## src/rtl/video_sync_gen_if.sv

```systemverilog
// Video timing bundle between the sync/pattern generator and the VGA output stage.
// The master drives timing and pixel data; the slave owns the pattern controls.
interface video_sync_gen_if;
    logic [1:0]  pattern_sel;
    logic [23:0] solid_rgb;
    logic        video_hd;
    logic        video_vd;
    logic        video_den;
    logic [23:0] video_rgb_out;
    logic [9:0]  video_x;
    logic [9:0]  video_y;
    logic        video_frame_start;

    modport master (
        input  pattern_sel,
        input  solid_rgb,
        output video_hd,
        output video_vd,
        output video_den,
        output video_rgb_out,
        output video_x,
        output video_y,
        output video_frame_start
    );

    modport slave (
        output pattern_sel,
        output solid_rgb,
        input  video_hd,
        input  video_vd,
        input  video_den,
        input  video_rgb_out,
        input  video_x,
        input  video_y,
        input  video_frame_start
    );
endinterface

```

## src/rtl/video_sync_gen.sv

```systemverilog
// Raster timing generator (default 640x480@60) with a frame-synchronous test-pattern source.
// All outputs are registered and mutually aligned one clock after the counters they decode.
module video_sync_gen #(
    parameter int H_ACTIVE = 640,
    parameter int H_FP     = 16,
    parameter int H_SYNC   = 96,
    parameter int H_BP     = 48,
    parameter int V_ACTIVE = 480,
    parameter int V_FP     = 10,
    parameter int V_SYNC   = 2,
    parameter int V_BP     = 33
) (
    input  logic              video_clk_i,
    input  logic              video_rst_i,
    video_sync_gen_if.master  vid
);

    localparam int H_TOTAL  = H_ACTIVE + H_FP + H_SYNC + H_BP;
    localparam int V_TOTAL  = V_ACTIVE + V_FP + V_SYNC + V_BP;
    localparam int HS_START = H_ACTIVE + H_FP;
    localparam int HS_END   = HS_START + H_SYNC;
    localparam int VS_START = V_ACTIVE + V_FP;
    localparam int VS_END   = VS_START + V_SYNC;
    localparam int BAR_W    = H_ACTIVE / 8;

    // Colour-bar palette, packed {B,G,R}.
    function automatic logic [23:0] bar_colour(input logic [2:0] idx);
        logic [23:0] c;
        case (idx)
            3'd0:    c = 24'hFFFFFF;
            3'd1:    c = 24'h00FFFF;
            3'd2:    c = 24'hFFFF00;
            3'd3:    c = 24'h00FF00;
            3'd4:    c = 24'hFF00FF;
            3'd5:    c = 24'h0000FF;
            3'd6:    c = 24'hFF0000;
            default: c = 24'h000000;
        endcase
        return c;
    endfunction

    logic [9:0]  h_cnt_q, h_cnt_d;
    logic [9:0]  v_cnt_q, v_cnt_d;
    logic [1:0]  pat_sel_q, pat_sel_d;
    logic [23:0] solid_q, solid_d;
    logic        hd_q, vd_q, den_q, fs_q;
    logic [23:0] rgb_q;
    logic [9:0]  x_q, y_q;

    logic        frame_start_s, den_s, hd_s, vd_s;
    logic [2:0]  bar_idx_s;
    logic [23:0] rgb_s;
    int          h_int_s, v_int_s;

    // Counter advance and frame-start pattern capture.
    always_comb begin
        h_int_s       = int'(h_cnt_q);
        v_int_s       = int'(v_cnt_q);
        frame_start_s = (h_cnt_q == 10'd0) && (v_cnt_q == 10'd0);
        if (h_int_s == H_TOTAL - 1) begin
            h_cnt_d = 10'd0;
            if (v_int_s == V_TOTAL - 1) begin
                v_cnt_d = 10'd0;
            end else begin
                v_cnt_d = v_cnt_q + 10'd1;
            end
        end else begin
            h_cnt_d = h_cnt_q + 10'd1;
            v_cnt_d = v_cnt_q;
        end
        // The frame-start pixel already uses the newly captured selection.
        if (frame_start_s) begin
            pat_sel_d = vid.pattern_sel;
            solid_d   = vid.solid_rgb;
        end else begin
            pat_sel_d = pat_sel_q;
            solid_d   = solid_q;
        end
    end

    // Sync/enable decode and pattern generation from the current counters.
    always_comb begin
        den_s = (h_int_s < H_ACTIVE) && (v_int_s < V_ACTIVE);
        hd_s  = !((h_int_s >= HS_START) && (h_int_s < HS_END));
        vd_s  = !((v_int_s >= VS_START) && (v_int_s < VS_END));
        bar_idx_s = 3'd0;
        for (int i = 1; i < 8; i++) begin
            if (h_int_s >= i * BAR_W) begin
                bar_idx_s = 3'(i);
            end else begin
                bar_idx_s = bar_idx_s;
            end
        end
        if (den_s) begin
            case (pat_sel_d)
                2'd0:    rgb_s = bar_colour(bar_idx_s);
                2'd1:    rgb_s = {3{h_cnt_q[7:0]}};
                2'd2:    rgb_s = (h_cnt_q[5] ^ v_cnt_q[5]) ? 24'hFFFFFF : 24'h000000;
                default: rgb_s = solid_d;
            endcase
        end else begin
            rgb_s = 24'h000000;
        end
    end

    // Counter, pattern-capture and output registers.
    always_ff @(posedge video_clk_i) begin
        if (video_rst_i) begin
            h_cnt_q   <= 10'd0;
            v_cnt_q   <= 10'd0;
            pat_sel_q <= vid.pattern_sel;
            solid_q   <= vid.solid_rgb;
            hd_q      <= 1'b1;
            vd_q      <= 1'b1;
            den_q     <= 1'b0;
            rgb_q     <= 24'h000000;
            x_q       <= 10'd0;
            y_q       <= 10'd0;
            fs_q      <= 1'b0;
        end else begin
            h_cnt_q   <= h_cnt_d;
            v_cnt_q   <= v_cnt_d;
            pat_sel_q <= pat_sel_d;
            solid_q   <= solid_d;
            hd_q      <= hd_s;
            vd_q      <= vd_s;
            den_q     <= den_s;
            rgb_q     <= rgb_s;
            x_q       <= den_s ? h_cnt_q : 10'd0;
            y_q       <= den_s ? v_cnt_q : 10'd0;
            fs_q      <= frame_start_s;
        end
    end

    assign vid.video_hd          = hd_q;
    assign vid.video_vd          = vd_q;
    assign vid.video_den         = den_q;
    assign vid.video_rgb_out     = rgb_q;
    assign vid.video_x           = x_q;
    assign vid.video_y           = y_q;
    assign vid.video_frame_start = fs_q;

endmodule

```

## src/flat_wrapper.sv

```systemverilog
// flat-port wrapper written by rule: the top's interface ports become plain ports
module video_sync_gen_flat 
#(
    parameter int H_ACTIVE = 640,
    parameter int H_FP     = 16,
    parameter int H_SYNC   = 96,
    parameter int H_BP     = 48,
    parameter int V_ACTIVE = 480,
    parameter int V_FP     = 10,
    parameter int V_SYNC   = 2,
    parameter int V_BP     = 33
)
  (video_clk_i, video_rst_i, vid_pattern_sel, vid_solid_rgb, vid_video_hd, vid_video_vd, vid_video_den, vid_video_rgb_out, vid_video_x, vid_video_y, vid_video_frame_start);
  video_sync_gen_if vid_i ();
  input  logic video_clk_i;
  input  logic video_rst_i;
  input wire logic [$bits(vid_i.pattern_sel)-1:0] vid_pattern_sel;
  input wire logic [$bits(vid_i.solid_rgb)-1:0] vid_solid_rgb;
  output wire logic [$bits(vid_i.video_hd)-1:0] vid_video_hd;
  output wire logic [$bits(vid_i.video_vd)-1:0] vid_video_vd;
  output wire logic [$bits(vid_i.video_den)-1:0] vid_video_den;
  output wire logic [$bits(vid_i.video_rgb_out)-1:0] vid_video_rgb_out;
  output wire logic [$bits(vid_i.video_x)-1:0] vid_video_x;
  output wire logic [$bits(vid_i.video_y)-1:0] vid_video_y;
  output wire logic [$bits(vid_i.video_frame_start)-1:0] vid_video_frame_start;
  assign vid_i.pattern_sel = vid_pattern_sel;
  assign vid_i.solid_rgb = vid_solid_rgb;
  assign vid_video_hd = vid_i.video_hd;
  assign vid_video_vd = vid_i.video_vd;
  assign vid_video_den = vid_i.video_den;
  assign vid_video_rgb_out = vid_i.video_rgb_out;
  assign vid_video_x = vid_i.video_x;
  assign vid_video_y = vid_i.video_y;
  assign vid_video_frame_start = vid_i.video_frame_start;
  video_sync_gen #(.H_ACTIVE(H_ACTIVE), .H_FP(H_FP), .H_SYNC(H_SYNC), .H_BP(H_BP), .V_ACTIVE(V_ACTIVE), .V_FP(V_FP), .V_SYNC(V_SYNC), .V_BP(V_BP)) u_core (.video_clk_i(video_clk_i), .video_rst_i(video_rst_i), .vid(vid_i));
endmodule
```

## config.mk

```make
export PLATFORM = sky130hd
export DESIGN_NAME = video_sync_gen_flat
export DESIGN_NICKNAME = d
export VERILOG_FILES = /design/src/rtl/video_sync_gen_if.sv /design/src/rtl/video_sync_gen.sv /design/src/flat_wrapper.sv
export SDC_FILE = /design/constraint.sdc
export NUM_CORES = 1
export LEC_CHECK = 0
export CORE_ASPECT_RATIO = 0.8
export CORE_MARGIN = 3
export CORE_UTILIZATION = 50
export DETAILED_ROUTE_END_ITERATION = 10
export DONT_BUFFER_PORTS = 1
export GPL_ROUTABILITY_DRIVEN = 1
export PLACE_DENSITY_LB_ADDON = 0.05
export SLEW_MARGIN = 20
export SYNTH_ARGS = -nofsm -noshare
export SYNTH_HDL_FRONTEND = slang
export SYNTH_SLANG_ARGS = --single-unit
export TNS_END_PERCENT = 50
```

## constraint.sdc

```tcl
create_clock -name video_clk_i -period 5.3 [get_ports video_clk_i]
set_input_delay 0.795 -clock video_clk_i [delete_from_list [all_inputs] [get_ports video_clk_i]]
set_output_delay 0.795 -clock video_clk_i [all_outputs]
set_load 0.005 [all_outputs]
```

# After elaboration in Yosys (flattened, before gate mapping)
# Index checks and enable logic that the tools add are counted.
# totals
output_inout_bits	48
regBits	94
inputBits	28
# classes
n_reduce_logical	12
n_eq_ne	10
n_mux	15
n_addsub	2
n_lt_le_gt_ge	13
bitwise	2
# op_table
operator	n
$pmux W24 S7	1
$mux W24	3
$pmux W24 S3	1
$ge A10 B9 Y1 const B	4
$add A10 B1 Y10 const B	2
$ge A10 B10 Y1 const B	2
$ge A10 B8 Y1 const B	2
$logic_not A10 Y1	2
$lt A10 B10 Y1 const B	2
$lt A10 B9 Y1 const B	2
$mux W3	4
$eq A10 B10 Y1 const B	1
$eq A10 B9 Y1 const B	1
$ge A10 B7 Y1 const B	1
$mux W10	1
$eq A3 B3 Y1 const B	3
$mux W2	4
$eq A3 B2 Y1 const B	2
$logic_and A1 B1 Y1	4
$reduce_or A2 Y1	2
$eq A3 B1 Y1 const B	1
$logic_not A3 Y1	1
$eq A2 B1 Y1 const B	1
$eq A2 B2 Y1 const B	1
other kinds (5)	6

# Longest topological paths before layout
# Gate-level depths: netlist (run 1).
# depth
word_depth	11
mapped_depth	9
mapped_depth_nobuf	8

# Worst setup path before layout (run 1)
# Ideal clock, no wire load.
# synth_path
path_type	register to register
start	register u_core.h_cnt_q[9]
end	register u_core.rgb_q[17] (netlist: u_core.vid.video_rgb_out[17])
n_path_buf	2
setup_ps	138
slack_ps	2774
stages_incl_launch_ff	8
t_arrival_ps	2388
synth_period_minus_slack_ps	2526
cell_sequence	dfxtp_1 -> buf_6 -> or4_4 -> nor2_2 -> mux2i_1 -> clkbuf_1 -> a32o_1 -> a21oi_1
# synth_via
elab_chain_len	11
word_cells_on_any_way	34
classes_between	order compare: 8; eq/ne: 8; mux: 11; bitwise: 1; reduce/logical: 6
# synth_rtl
item	line_no	rtl
from (decl)	video_sync_gen.sv:42	logic [9:0] h_cnt_q, h_cnt_d;
from (signal assigned)	video_sync_gen.sv:121	h_cnt_q <= h_cnt_d;
$ge A10 B7 Y1	video_sync_gen.sv:88	if (h_int_s >= i * BAR_W) begin
$mux W1	video_sync_gen.sv:88	
$mux W2 (2 in series)	video_sync_gen.sv:88	
$mux W3 (4 in series)	video_sync_gen.sv:88	
$eq A3 B3 Y1, or another cell as far along	video_sync_gen.sv:29	case (idx)
$pmux W24 S7	video_sync_gen.sv:29	
$pmux W24 S3	video_sync_gen.sv:95	case (pat_sel_d)
to (signal assigned)	video_sync_gen.sv:128	rgb_q <= rgb_s;
to (decl)	video_sync_gen.sv:47	logic [23:0] rgb_q;
# Several ways; a longest one is shown, not always the timed one.
# A chain may end at the register's enable or synchronous reset.

# Worst setup path in the final report (run 1)
# layout_path
start	register u_core.h_cnt_q[0]
end	register u_core.rgb_q[15] (netlist: u_core.vid.video_rgb_out[15])
# The elaborated chain is that of the path after synthesis.

==> results.json, run 1 <==
{
  "crit_chain": "inv_1 > ha_1 > nor4b_2 > nand4_1 > nor2_4 > mux2i_1 > buf_4 > nor2_4 > a221oi_1",
  "crit_fanout": 32,
  "post_drt_wl_per_cell_um": 18.01,
  "postRouteWirelength_um": 8428,
  "cts_setup_buffers": 0,
  "rsz0062_at_grt": "false",
  "synth_area_per_cell_sq_um": 10.58,
  "area_growth_pct": 5.579,
  "diodes": 0,
  "worstSetupEndpoint": "u_core.vid.video_rgb_out[15]$_SDFF_PP0_",
  "dieArea_sq_um": 8908,
  "synthFlopType": "dfxtp_1",
  "cts-resized-gates": 0,
  "period_needed_ns": 3.215,
  "cp_common_cell": "nor2_4",
  "num_rows": 28,
  "ant_nets": 0,
  "core_sq_um": 7497,
  "gp_congestion": 0.8404,
  "initial_core_util": 0.5205,
  "place_ws_ns": 2.121,
  "overflow": 0,
  "reg2reg_to": "u_core.vid.video_rgb_out[15]$_SDFF_PP0_",
  "layout_worst_path_cycle_share": 0.6066,
  "cp-startpoint": "u_core.h_cnt_q[0]$_SDFF_PP0_",
  "syn-num-nets": 401,
  "vdd_ir_drop_max_v": 0.0002622,
  "clkTransAtPathRegs_ns": 0.09,
  "relSlewSlack": 0.3077,
  "tns_ns": 0,
  "critical_path_class": "register to register",
  "synth_edf_count": 0,
  "drv_slew": 0,
  "synth_cells": 369,
  "yosys_warnings": 0,
  "cts_tree": "yes",
  "grt_max_degree": 33,
  "final_util": 0.5496,
  "reg2reg_depth": 9,
  "first_pass_iters": 4,
  "cts_hold_buf": 0,
  "startpoint_type": "register",
  "status": "finished, final reports clean",
  "dpl.hpwl_um": 5886,
  "antenna_found_initial": 0,
  "synth-seq-area-share": 0.4822,
  "arrival_ns": 3.41,
  "hold_viol_final": 0,
  "cap_violations": 0,
  "final_layout_size_suffix_gt1_frac": 0.1956,
  "worstSetupEndpointType": "register",
  "clock_latency_ns": 0.37,
  "clock_skew_ns": 0.01492,
  "layout.nets": 390,
  "fmax_ghz": 0.3111,
  "finalSetupViolCount": 0,
  "drt-initial-drc-count": 154,
  "ys_types": 55,
  "hp-class": "register to register",
  "die_y_um": 85.02,
  "slowest_stage": "nor2_4",
  "num_io_pins": 76,
  "die_w_um": 104.8,
  "mostFrequentLayoutCell": "dfxtp_1",
  "design_area_sq_um": 4120,
  "cts_max_level": 3,
  "dpl_cell_area_sq_um": 3901,
  "fin_ws_ns": 2.085,
  "powerDensity_nw_per_um2": 373.2,
  "synthesis.area_sq_um": 3902,
  "grt.total_usage": 0.1967,
  "ys_seq_elements": 94,
  "grt_pass1_vias": 2528,
  "power.leakage_uw": 0.001595,
  "r2r-start": "u_core.h_cnt_q[0]$_SDFF_PP0_",
  "clock_sinks": 94,
  "hold_ws_ns": 0.4856,
  "reg2reg_slack_ns": 2.09,
  "worst_pin_slew_ns": 1.036,
  "port_buffers": 0,
  "mostFrequentLayoutCells": "dfxtp_1, nor2_1, mux2_2",
  "grt_pass1_wl_um": 13740,
  "clock_path_buffers": 2,
  "vias": 2644,
  "cts_buffers": 9,
  "async_flop_share": 0,
  "routed_via_density": 5.650,
  "max_stage_delay_ns": 0.84,
  "worstPathRequired_ns": 5.49,
  "clockRootBuffer": "clkbuf_8",
  "drc": 0
}
-- power breakdown --
| group | internal, uW | switching (uW) | total, uW | leakage [uW] |
|---|---|---|---|---|
| logic | 99.8 | 117 | 217 | 0.000710 |
| registers | 768 | 32.8 | 801 | 0.000775 |
| clock network | 267 | 253 | 520 | 0.000110 |
-- cells in the mapped netlist (2+ instances only) --
cell type,number,area (sq um)
a21oi_1,12,60.06
xnor2_1,5,43.79
mux2i_1,19,190.2
and3_1,4,25.02
nand3_1,8,40.04
mux2_2,34,382.9
inv_1,10,37.54
nand2_1,14,52.55
o31ai_1,8,60.06
or4_4,2,22.52
nor2b_1,4,25.02
o21ai_0,4,20.02
or3_1,4,25.02
a32o_1,2,20.02
a22oi_1,2,15.01
clkbuf_1,13,48.80
a221oi_1,12,105.1
buf_2,4,20.02
nor4_1,3,18.77
a22o_2,4,40.04
a221oi_2,5,75.07
nor2_1,34,127.6
and2_1,14,87.58
ha_1,4,50.05
dfxtp_1,94,1882
clkbuf_8,2,27.53
buf_6,2,22.52
nor3_1,2,10.01
nand4_1,8,50.05
xor2_1,10,87.58
a21o_1,2,15.01
-- registers in the layout (all words and copies together), names as in the netlist --
| name | flops |
|---|---|
| u_core.v_cnt_q | 10 |
| u_core.vid.video_x | 10 |
| u_core.vid.video_den | 1 |
| u_core.solid_q | 24 |
| u_core.vid.video_frame_start | 1 |
| u_core.vid.video_y | 10 |
| u_core.h_cnt_q | 10 |
| u_core.vid.video_rgb_out | 24 |
| u_core.pat_sel_q | 2 |
| u_core.vid.video_vd | 1 |
| u_core.vid.video_hd | 1 |
-- final cells by class --
| cell class | instances | area (sq um) |
|---|---|---|
| inverters | 10 | 37.54 |
| fillers | 693 | 3377 |
| well taps | 105 | 131.4 |
| flip-flops and latches | 94 | 1882 |
| clock buffers | 9 | 123.9 |
| repair buffers | 3 | 22.52 |
| clock inverters | 7 | 95.09 |
| multi-input cells | 240 | 1828 |
-- worst min-delay path by stage --
| stage | to | start | cells past startpoint | slack, ns |
|---|---|---|---|---|
| floorplan | u_core.h_cnt_q[0]$_SDFF_PP0_ | u_core.h_cnt_q[0]$_SDFF_PP0_ | 1 | 0.44 |
| global placement | u_core.h_cnt_q[0]$_SDFF_PP0_ | u_core.h_cnt_q[0]$_SDFF_PP0_ | 1 | 0.46 |
| CTS | u_core.v_cnt_q[1]$_SDFFE_PP0P_ | video_rst_i | 1 | 0.47 |
| global route | u_core.v_cnt_q[1]$_SDFFE_PP0P_ | video_rst_i | 1 | 0.45 |
| finish | u_core.solid_q[23]$_DFF_P_ | u_core.solid_q[23]$_DFF_P_ | 1 | 0.49 |
| detailed placement | u_core.solid_q[23]$_DFF_P_ | u_core.solid_q[23]$_DFF_P_ | 1 | 0.47 |
-- stage by stage --
| stage | instances | power (uW) |
|---|---|---|
| 6_report | 468 | 1538 |
| 5_1_grt | 468 | 1615 |
| 4_1_cts | 468 | 1557 |
| 3_5_place_dp | 452 | 1035 |
| 3_3_place_gp | 452 | 1032 |
| 2_1_floorplan | 369 | 989.1 |
-- cells by family after synthesis --
group	Yosys count	synth area share
flip-flops	94	0.4822
other	1	0.0009609
AO/OA/AOI/OAI	59	0.1228
AND/OR/NAND/NOR	107	0.1475
XOR/XNOR	15	0.03366
buffers and inverters	35	0.05066
adder cells (fa/ha/maj)	5	0.01539
multiplexers	53	0.1468
-- critical path, delay by kind of cell (launching register included) --
family / cells / cell delay [ns]
buf+inv: 2 / 0.41
simple gates: 4 / 1.71
fa+ha+maj: 1 / 0.17
mux: 1 / 0.23
compound gates: 1 / 0.16
flops: 1 / 0.36
-- metal layers --
metal / track usage / wire (um)
met1: 0.2811 / 4087
met3: 0.08365 / 607
met5: 0 / 0
met2: 0.2761 / 3657
met4: 0.04291 / 75
No activity file was read; power rests on OpenSTA's default activity.
==> run 2, diff against run 1 <==
==> constraint.sdc (replaced) <==
create_clock -name video_clk_i -period 2.62 [get_ports video_clk_i]
set_input_delay 0.393 -clock video_clk_i [delete_from_list [all_inputs] [get_ports video_clk_i]]
set_output_delay 0.393 -clock video_clk_i [all_outputs]
set_load 0.005 [all_outputs]
==> results.json, run 2 (synthesized netlist as in run 1, its figures left out) <==
{
  "drv_slew": 0,
  "met1_usage": 0.2711,
  "gp_congestion": 0.8029,
  "period_needed_ns": 2.475,
  "grt_pass1_vias": 2635,
  "design_area_sq_um": 4289,
  "overflow": 0,
  "power.leakage_uw": 0.001716,
  "relSlewSlack": 0.4525,
  "layout.nets": 415,
  "vdd_ir_drop_max_v": 0.0003956,
  "num_rows": 28,
  "grt_pass1_wl_um": 13680,
  "worstSetupEndpointType": "register",
  "final_cells": 493,
  "hold_viol_final": 0,
  "status": "finished, final reports clean",
  "cts_buffers": 9,
  "cts_tree": "yes",
  "final_layout_size_suffix_gt1_frac": 0.2500,
  "dieArea_sq_um": 8908,
  "cts_hold_buf": 0,
  "num_io_pins": 76,
  "finalSetupViolCount": 0,
  "clock_skew_ns": 0.007892,
  "mostFrequentLayoutCells": "dfxtp_1, nor2_1, mux2_2",
  "diodes": 0,
  "die_y_um": 85.02,
  "clockRootBuffer": "clkbuf_8",
  "hp-class": "primary input to register",
  "routed_via_density": 5.722,
  "dpl_cell_area_sq_um": 4081,
  "powerDensity_nw_per_um2": 696.0,
  "port_buffers": 0,
  "place_ws_ns": 0.08664,
  "dp_cells": 476,
  "clock_latency_ns": 0.36,
  "startpoint_type": "register",
  "ant_nets": 0,
  "clock_sinks": 94,
  "post_drt_wl_per_cell_um": 17.56,
  "initial_core_util": 0.5205,
  "drc": 0,
  "final_util": 0.5721,
  "dpl.hpwl_um": 6152,
  "postRouteWirelength_um": 8659,
  "first_pass_iters": 4,
  "grt.total_usage": 0.1946,
  "worst_pin_slew_ns": 0.8157,
  "mostFrequentLayoutCell": "dfxtp_1",
  "grt_max_degree": 24,
  "arrival_ns": 2.75,
  "total_power_uw": 2985,
  "vias": 2821,
  "cap_violations": 0,
  "top_usage_layer": "met2",
  "core_sq_um": 7497,
  "crit_fanout": 8,
  "clock_path_buffers": 2,
  "grt_use_met2": 0.2831,
  "layout_worst_path_cycle_share": 0.9446,
  "fillCellCount": 721,
  "fin_ws_ns": 0.1450,
  "die_w_um": 104.8,
  "fmax_ghz": 0.4040,
  "worstPathRequired_ns": 2.89,
  "critical_path_class": "register to register",
  "drt-initial-drc-count": 117,
  "antenna_found_initial": 0,
  "grt_use_met3": 0.06312,
  "area_growth_pct": 9.907,
  "clkTransAtPathRegs_ns": 0.09,
  "cts_max_level": 3
}
run 2: area by class of cell:
type | count | area (sq um) | area share
Clock buffer | 10 | 137.6 | 0.03209
Clock inverter | 6 | 43.79 | 0.01021
Inverter | 10 | 37.54 | 0.008751
Multi-Input combinational cell | 240 | 1843 | 0.4297
Sequential cell | 94 | 1882 | 0.4387
Tap cell | 105 | 131.4 | 0.03063
Timing Repair Buffer | 28 | 214.0 | 0.04988
run 2: critical path: stages, from the launching register on:
cell	delay [ns]
dfxtp_1	0.35
inv_1	0.12
ha_1	0.19
nor4b_4	0.22
nand4_1	0.17
or4_4	0.45
a21o_1	0.20
a221o_2	0.41
a221oi_2	0.29
run 2: metal layers:
| layer | up-vias | part of all wire |
|---|---|---|
| li1 | 1351 | - |
| met1 | 1364 | 0.48 |
| met2 | 91 | 0.43 |
| met3 | 15 | 0.074 |
| met4 | 0 | 0.017 |
| met5 | - | 0 |
run 2: path summary, 6_finish.rpt:
path,start,to,slack (ns),depth (start not counted)
max,u_core.h_cnt_q[1]$_SDFF_PP0_,u_core.vid.video_rgb_out[4]$_SDFF_PP0_,0.15,8
min,video_rst_i,u_core.v_cnt_q[1]$_SDFFE_PP0P_,0.1,1
max reg2reg,u_core.h_cnt_q[1]$_SDFF_PP0_,u_core.vid.video_rgb_out[4]$_SDFF_PP0_,0.15,8
min reg2reg,u_core.solid_q[3]$_DFF_P_,u_core.solid_q[3]$_DFF_P_,0.49,1
run 2: power breakdown:
| group | switching, uW | leakage, uW | total [uW] | internal, uW |
|---|---|---|---|---|
| Clock | 510 | 0.0000935 | 887 | 378 |
| Sequential | 60.8 | 0.000775 | 1610 | 1550 |
| Combinational | 253 | 0.000848 | 484 | 230 |
| Total | 823 | 0.00172 | 2990 | 2160 |
run 2: timing repair:
action,CTS,global route
setup buffers,0,1
gates resized for setup,0,3
endpoints found under the setup margin,0,10
run 2: metrics by stage:
step | hold WS (ns) | setup TNS, ns
after floorplan | 0.4417 | 0
after global routing | 0.06908 | -0.004041
after detailed placement | 0.4661 | 0
after CTS | 0.07760 | 0
final | 0.09923 | 0
after global placement | 0.4603 | 0
